<file path="src/rtl/upc_pkg.sv">
// Shared item codes, character set, 7-segment encodings and name table for the UPC scroll detector.
// Segment vectors are active-low, bit 0 = segment a, bit 6 = segment g.
package upc_pkg;

  localparam int MSG_LEN = 8;

  localparam logic [3:0] GLASSES   = 4'd0;
  localparam logic [3:0] TOP_HAT   = 4'd1;
  localparam logic [3:0] WATER     = 4'd3;
  localparam logic [3:0] PISTOL    = 4'd4;
  localparam logic [3:0] LAUGH_GAS = 4'd5;
  localparam logic [3:0] HUSKY_TEE = 4'd6;

  typedef enum logic {ST_IDLE, ST_SHOW} state_e;

  typedef enum logic [4:0] {
    CH_BLANK, CH_DASH, CH_A, CH_E, CH_G, CH_H, CH_I, CH_K, CH_L,
    CH_O, CH_P, CH_R, CH_S, CH_T, CH_U, CH_W, CH_Y
  } char_e;

  function automatic logic [6:0] char_seg(input char_e c);
    case (c)
      CH_A:    char_seg = 7'h08;
      CH_E:    char_seg = 7'h06;
      CH_G:    char_seg = 7'h42;
      CH_H:    char_seg = 7'h09;
      CH_I:    char_seg = 7'h79;
      CH_K:    char_seg = 7'h0A;
      CH_L:    char_seg = 7'h47;
      CH_O:    char_seg = 7'h40;
      CH_P:    char_seg = 7'h0C;
      CH_R:    char_seg = 7'h2F;
      CH_S:    char_seg = 7'h12;
      CH_T:    char_seg = 7'h07;
      CH_U:    char_seg = 7'h41;
      CH_W:    char_seg = 7'h55;
      CH_Y:    char_seg = 7'h11;
      CH_DASH: char_seg = 7'h3F;
      default: char_seg = 7'h7F;
    endcase
  endfunction

  // Character 0 of each name sits in the most significant slot.
  function automatic logic [MSG_LEN*5-1:0] item_name(input logic [3:0] code);
    case (code)
      GLASSES:   item_name = {CH_G, CH_L, CH_A, CH_S, CH_S, CH_E, CH_S, CH_BLANK};
      TOP_HAT:   item_name = {CH_T, CH_O, CH_P, CH_BLANK, CH_H, CH_A, CH_T, CH_BLANK};
      WATER:     item_name = {CH_W, CH_A, CH_T, CH_E, CH_R, CH_BLANK, CH_BLANK, CH_BLANK};
      PISTOL:    item_name = {CH_P, CH_I, CH_S, CH_T, CH_O, CH_L, CH_BLANK, CH_BLANK};
      LAUGH_GAS: item_name = {CH_L, CH_A, CH_U, CH_G, CH_H, CH_G, CH_A, CH_S};
      HUSKY_TEE: item_name = {CH_H, CH_U, CH_S, CH_K, CH_Y, CH_T, CH_E, CH_E};
      default:   item_name = {8{CH_DASH}};
    endcase
  endfunction

  function automatic char_e name_char(input logic [3:0] code, input logic [2:0] idx);
    logic [MSG_LEN*5-1:0] nm;
    nm = item_name(code);
    return char_e'(nm[5*(MSG_LEN-1-int'(idx)) +: 5]);
  endfunction

  function automatic logic code_valid(input logic [3:0] code);
    case (code)
      GLASSES, TOP_HAT, WATER, PISTOL, LAUGH_GAS, HUSKY_TEE: code_valid = 1'b1;
      default: code_valid = 1'b0;
    endcase
  endfunction

  // code = {M, U, P, C}
  function automatic logic code_sale(input logic [3:0] code);
    return (code[2] & code[0]) | code[1];
  endfunction

  function automatic logic code_stolen(input logic [3:0] code);
    return ~code[1] & ~code[3] & (code[2] | ~code[0]);
  endfunction

endpackage

</file>
<file path="src/rtl/upc_scroll_detector_debounce.sv">
// Two-flop synchroniser plus stability counter; accept_o pulses for one cycle with code_o valid.
// A value reaches accept STABLE_CYCLES+2 edges after it is first sampled.
module upc_debounce #(
  parameter int WIDTH         = 4,
  parameter int STABLE_CYCLES = 1000
) (
  input  logic             clk,
  input  logic             reset,
  input  logic [WIDTH-1:0] din_i,
  output logic [WIDTH-1:0] code_o,
  output logic             accept_o
);

  localparam int CW = $clog2(STABLE_CYCLES + 1);

  logic [WIDTH-1:0] sync1_q, sync2_q, prev_q;
  logic [2:0]       fill_q;
  logic [CW-1:0]    cnt_q, cnt_d;
  logic             same;

  // Until the synchroniser has filled after reset, its contents count as a fresh change.
  assign same     = fill_q[2] && (sync2_q == prev_q);
  assign accept_o = same && (cnt_q == CW'(STABLE_CYCLES - 1));
  assign code_o   = sync2_q;

  always_comb begin
    cnt_d = cnt_q;
    if (!same) begin
      cnt_d = '0;
    end else if (cnt_q != CW'(STABLE_CYCLES)) begin
      cnt_d = cnt_q + 1'b1;
    end
  end

  always_ff @(posedge clk) begin
    if (reset) begin
      sync1_q <= '0;
      sync2_q <= '0;
      prev_q  <= '0;
      fill_q  <= '0;
      cnt_q   <= '0;
    end else begin
      sync1_q <= din_i;
      sync2_q <= sync1_q;
      prev_q  <= sync2_q;
      fill_q  <= {fill_q[1:0], 1'b1};
      cnt_q   <= cnt_d;
    end
  end

endmodule

</file>
<file path="src/rtl/upc_scroll_detector.sv">
// Debounced UPC item detector with registered sale/stolen/valid, sticky alarm and scrolling name display.
// Outputs update STABLE_CYCLES+3 edges after a SW change; define UPC_SCROLL_EN to enable scrolling.
module upc_scroll_detector
  import upc_pkg::*;
#(
  parameter int NUM_DIGITS    = 5,
  parameter int STABLE_CYCLES = 1000,
  parameter int TICK_DIV      = 25_000_000
) (
  input  logic                    clk,
  input  logic                    reset,
  input  logic [3:0]              SW,
  input  logic                    ack,
  output logic [7*NUM_DIGITS-1:0] hex,
  output logic                    sale,
  output logic                    stolen,
  output logic                    valid,
  output logic                    alarm
);

  logic [3:0] acc_code;
  logic       acc_vld;

  upc_debounce #(.WIDTH(4), .STABLE_CYCLES(STABLE_CYCLES)) u_debounce (
    .clk      (clk),
    .reset    (reset),
    .din_i    (SW),
    .code_o   (acc_code),
    .accept_o (acc_vld)
  );

  state_e                  state_q, state_d;
  logic [3:0]              code_q, code_d;
  logic                    sale_q, sale_d, stolen_q, stolen_d;
  logic                    valid_q, valid_d, alarm_q, alarm_d;
  logic [7*NUM_DIGITS-1:0] hex_q, hex_d;
  logic [2:0]              pos_d;
  logic                    load;

  always_comb begin
    state_d  = state_q;
    code_d   = code_q;
    load     = 1'b0;
    if (acc_vld && (state_q == ST_IDLE || acc_code != code_q)) begin
      load    = 1'b1;
      state_d = ST_SHOW;
      code_d  = acc_code;
    end
    sale_d   = (state_d == ST_SHOW) && code_sale(code_d);
    stolen_d = (state_d == ST_SHOW) && code_stolen(code_d);
    valid_d  = (state_d == ST_SHOW) && code_valid(code_d);
    alarm_d  = alarm_q;
    if (alarm_q && ack && !stolen_q) alarm_d = 1'b0;
    if (load && stolen_d) alarm_d = 1'b1;
  end

`ifdef UPC_SCROLL_EN
  localparam int TW = $clog2(TICK_DIV);
  logic [TW-1:0] tick_q, tick_d;
  logic [2:0]    pos_q;

  always_comb begin
    tick_d = tick_q;
    pos_d  = pos_q;
    if (load || !valid_d) begin
      tick_d = '0;
      pos_d  = '0;
    end else if (tick_q == TW'(TICK_DIV - 1)) begin
      tick_d = '0;
      pos_d  = pos_q + 3'd1;
    end else begin
      tick_d = tick_q + 1'b1;
    end
  end

  always_ff @(posedge clk) begin
    if (reset) begin
      tick_q <= '0;
      pos_q  <= '0;
    end else begin
      tick_q <= tick_d;
      pos_q  <= pos_d;
    end
  end
`else
  logic unused_tick_div;
  assign unused_tick_div = (TICK_DIV > 1);
  assign pos_d = '0;
`endif

  // Digit d shows ring character pos + NUM_DIGITS-1-d so the name reads left to right.
  always_comb begin
    hex_d = '1;
    if (state_d == ST_SHOW) begin
      for (int d = 0; d < NUM_DIGITS; d++) begin
        hex_d[7*d +: 7] = char_seg(name_char(code_d, pos_d + 3'(NUM_DIGITS - 1 - d)));
      end
    end
  end

  always_ff @(posedge clk) begin
    if (reset) begin
      state_q  <= ST_IDLE;
      code_q   <= '0;
      sale_q   <= 1'b0;
      stolen_q <= 1'b0;
      valid_q  <= 1'b0;
      alarm_q  <= 1'b0;
      hex_q    <= '1;
    end else begin
      state_q  <= state_d;
      code_q   <= code_d;
      sale_q   <= sale_d;
      stolen_q <= stolen_d;
      valid_q  <= valid_d;
      alarm_q  <= alarm_d;
      hex_q    <= hex_d;
    end
  end

  assign hex    = hex_q;
  assign sale   = sale_q;
  assign stolen = stolen_q;
  assign valid  = valid_q;
  assign alarm  = alarm_q;

endmodule

</file>
<file path="config.mk">
export PLATFORM = sky130hd
export DESIGN_NAME = upc_scroll_detector
export DESIGN_NICKNAME = d
export VERILOG_FILES = /design/src/rtl/upc_pkg.sv /design/src/rtl/upc_scroll_detector_debounce.sv /design/src/rtl/upc_scroll_detector.sv
export SDC_FILE = /design/constraint.sdc
export NUM_CORES = 1
export LEC_CHECK = 0
export ABC_CLOCK_PERIOD_IN_PS = 8700
export BUFFER_PORTS_ARGS = -buffer_cell sky130_fd_sc_hd__buf_4
export CORE_MARGIN = 2
export CORE_UTILIZATION = 53
export CTS_CLUSTER_DIAMETER = 50
export CTS_CLUSTER_SIZE = 8
export DETAILED_ROUTE_END_ITERATION = 16
export PLACE_DENSITY = 0.84
export SLEW_MARGIN = 20
export SYNTH_ARGS = -nofsm -noshare
export SYNTH_HDL_FRONTEND = slang
export SYNTH_SLANG_ARGS = --single-unit
</file>
<file path="constraint.sdc">
create_clock -name clk -period 8.7 [get_ports clk]
set_input_delay 0.435 -clock clk [delete_from_list [all_inputs] [get_ports clk]]
set_output_delay 0.435 -clock clk [all_outputs]
set_load 0.02 [all_outputs]
</file>
==> summary.md <==
| Metric | Value |
|---|---|
| # resized after CTS | `0` |
| Setup CP Type | `reg -> reg` |
| Die area | `0.00772 sq mm` |
| Reg clk slew, reported paths | `80 ps` |
| Ys async rst share | `0%` |
| Syn nets | `453` |
| Leakage | `0.00176 uW` |
| Area Growth Syn to Fin | `14.5%` |
| Final setup fails | `0` |
| Post-synth EDFFs | `0` |
| Clk root buf | `clkbuf_8` |
| Minimum clock period | `3700 ps` |
| Ys flop type | `dfxtp_1` |
| Largest net degree at the start of global routing | `30` |
| Largest delay share family, worst path | `simple AND/OR/NAND/NOR gates` |
| Die height | `87.9 microns` |
| Total gr overflow | `0` |
| Worst Path Required | `8940 ps` |
| Startpoint Class | `flop` |
| Fillcell total | `579` |
| Yosys warns | `0` |
| First-pass GRT wire length | `14.4 mm` |
| Syn avg cell area | `8.79 sq um` |
| Pwr/cell area | `137 mW/mm^2` |
| CTS max path bufs | `2` |
| DR vias | `3157` |
| CTS tree | `built` |
| CTS buffer count | `9` |
| Initial antenna violation count | `0` |
| Slew Viols, Final | `0` |
| Post-DP HPWL | `6.26 mm` |
| Cells after Synth | `424` |
| Post-DR vias/cell | `5.64` |
| Slew HR | `51.3%` |
| Antenna diodes | `0` |
| Row count | `30` |
| IO Count | `46` |
| Netlist cell types | `58` |
| H-tree levels | `3` |
| DRC Markers | `0` |
| Initial core utilization | `54.9%` |
| Most common cell after layout, fill and taps aside | `dfxtp_1` |
| Mapped Area | `0.00373 sq mm` |
| Clock latency on the worst-skew pair | `350 ps` |
| Final worst path period share | `42.5%` |
| Max Clk Rate | `270 MHz` |
| Slowest CP cell | `dfxtp_1` |
| Die X | `87.9 microns` |
| Max_cap viols | `0` |
| Synth Register Bits | `69` |
| Num Clock Sinks | `69` |
| Worst-margin pin slew | `730 ps` |
| Routability cong. | `0.991` |
| Worst Path Buf+Inv | `1` |
| Design area | `0.00427 sq mm` |
| Clock skew | `12.3 ps` |
| Number of global-route vias before repair | `2872` |
| # nets final | `488` |
| Slowest cell delay on critical path | `790 ps` |
| Share of layout cells above drive strength 1 | `19.2%` |
| Gr usage total | `24.3%` |
| Most frequent cells in the layout | `dfxtp_1, buf_4, nand2_1` |
| Final Hold Vio Count | `0` |
| Drt total wl | `8.96 mm` |
| Max VDD drop | `0.0000740 V` |
| RSZ-0062 raised after global routing | `no` |
| Status | `finished clean` |
| Drt first pass iters | `5` |
| Sequence of cells on the critical path | `xor2_1, nor3_4, and2_4, mux2i_2, inv_1, ha_1, o21ai_0, nand4b_1, a211o_1, o21a_1` |
| Worst setup EP type | `flop` |
| Critical path arrival | `3950 ps` |
| Post-placement cell area | `0.00408 sq mm` |
| Post-route ant nets | `0` |
| Hold Path Class | `in -> reg` |
| Initial DRC count | `331` |
| Hold buffer count at CTS | `0` |
| Placeable Area | `0.00679 sq mm` |
| Max FO, Critical Path | `29` |
| Sequential area share after synthesis | `37.0%` |
| Postcts setup bufs | `0` |
| Setup_tns | `0 ps` |
| # port buffers | `45` |
| Routed len/inst | `16.0 microns` |
synth_stat cells, types with 3 or more instances:
cell       n  area share [%]
buf_2      5            0.67
a211oi_1   4            0.81
nor2b_1   25             4.2
nor3b_1    3            0.60
nand2b_1   8             1.3
o211ai_1   7             1.4
and2_1     3            0.50
inv_1     22             2.2
nor2_1    35             3.5
o21ai_0   21             2.8
nand3_1   14             1.9
buf_1      4            0.40
dfxtp_1   69              37
nand2_1   36             3.6
o21a_1     3            0.60
o21ai_1    6            0.81
mux2_2    10             3.0
and3_1     5            0.84
nor3_1     5            0.67
clkbuf_1   9            0.91
xor2_1    12             2.8
xnor2_1    7             1.6
nor4_1     3            0.50
a21oi_1   19             2.6
ha_1      22             7.4
a21o_1     3            0.60
mux2i_1   16             4.3
a31oi_1    3            0.50
nand4_1    4            0.67
logic make-up (layout without fill, tap and decap cells):
| group | Yosys count | in the layout | share of synthesized area (%) |
|---|---|---|---|
| simple gates | 156 | 156 | 22.7 |
| buf+inv | 45 | 85 | 5.20 |
| fa+ha+maj | 22 | 22 | 7.38 |
| compound gates | 83 | 83 | 14.3 |
| mux | 29 | 29 | 8.46 |
| xor+xnor | 20 | 20 | 4.90 |
| flops | 69 | 69 | 37.0 |
layout make-up:
| type | instances | area (sq um) | share of cell area, % |
|---|---|---|---|
| well taps | 96 | 120 | 2.81 |
| multi-input cells | 310 | 2150 | 50.4 |
| inverters | 24 | 90.1 | 2.11 |
| clock buffers | 11 | 151 | 3.55 |
| flip-flops and latches | 69 | 1380 | 32.4 |
| repair buffers | 45 | 338 | 7.91 |
| clock inverters | 5 | 35.0 | 0.821 |
power breakdown:
group	leakage, uW	switching [uW]	internal (uW)
clock network	0.0000953	122	119
logic	0.00110	12.3	9.41
registers	0.000560	4.89	319
total	0.00176	139	447
flip-flops by register name, indices dropped and copies added, names as in the netlist:
name	flops
u_debounce.code_o	4
u_debounce.cnt_q	10
valid	1
hex	35
stolen	1
u_debounce.sync1_q	4
u_debounce.fill_q	3
state_q	1
u_debounce.prev_q	4
alarm	1
sale	1
code_q	4
final timing paths:
check / end / cells past startpoint / from / slack, ps
setup / recovery: hex[28] / 10 / u_debounce.code_o[2] / 5000
hold / removal: u_debounce.sync1_q[3] / 2 / SW[3] / 290
setup reg to reg: hex[28] / 10 / u_debounce.code_o[2] / 5000
hold reg to reg: u_debounce.code_o[3] / 1 / u_debounce.sync1_q[3] / 440
per-stage QoR:
step	utilization [%]	power, uW	setup WS [ps]	cells	hold slack, ps
5_1_grt	62.8	605	4700	560	291
4_1_cts	62.8	587	5080	560	288
3_5_place_dp	60.1	352	5110	544	421
3_3_place_gp	60.1	352	5260	544	420
2_1_floorplan	-	345	5760	424	414
6_report	62.8	586	5000	560	290
routing by layer:
layer	routed length, microns	vias to the layer above	part of all wire (%)	track usage [%]
met3	589	19	6.6	5.18
met5	0	-	0	0
met1	4070	1463	45	32.5
met2	4070	147	45	37.5
li1	-	1528	-	-
met4	235	0	2.6	11.5
(Power assumes the default switching activity.)
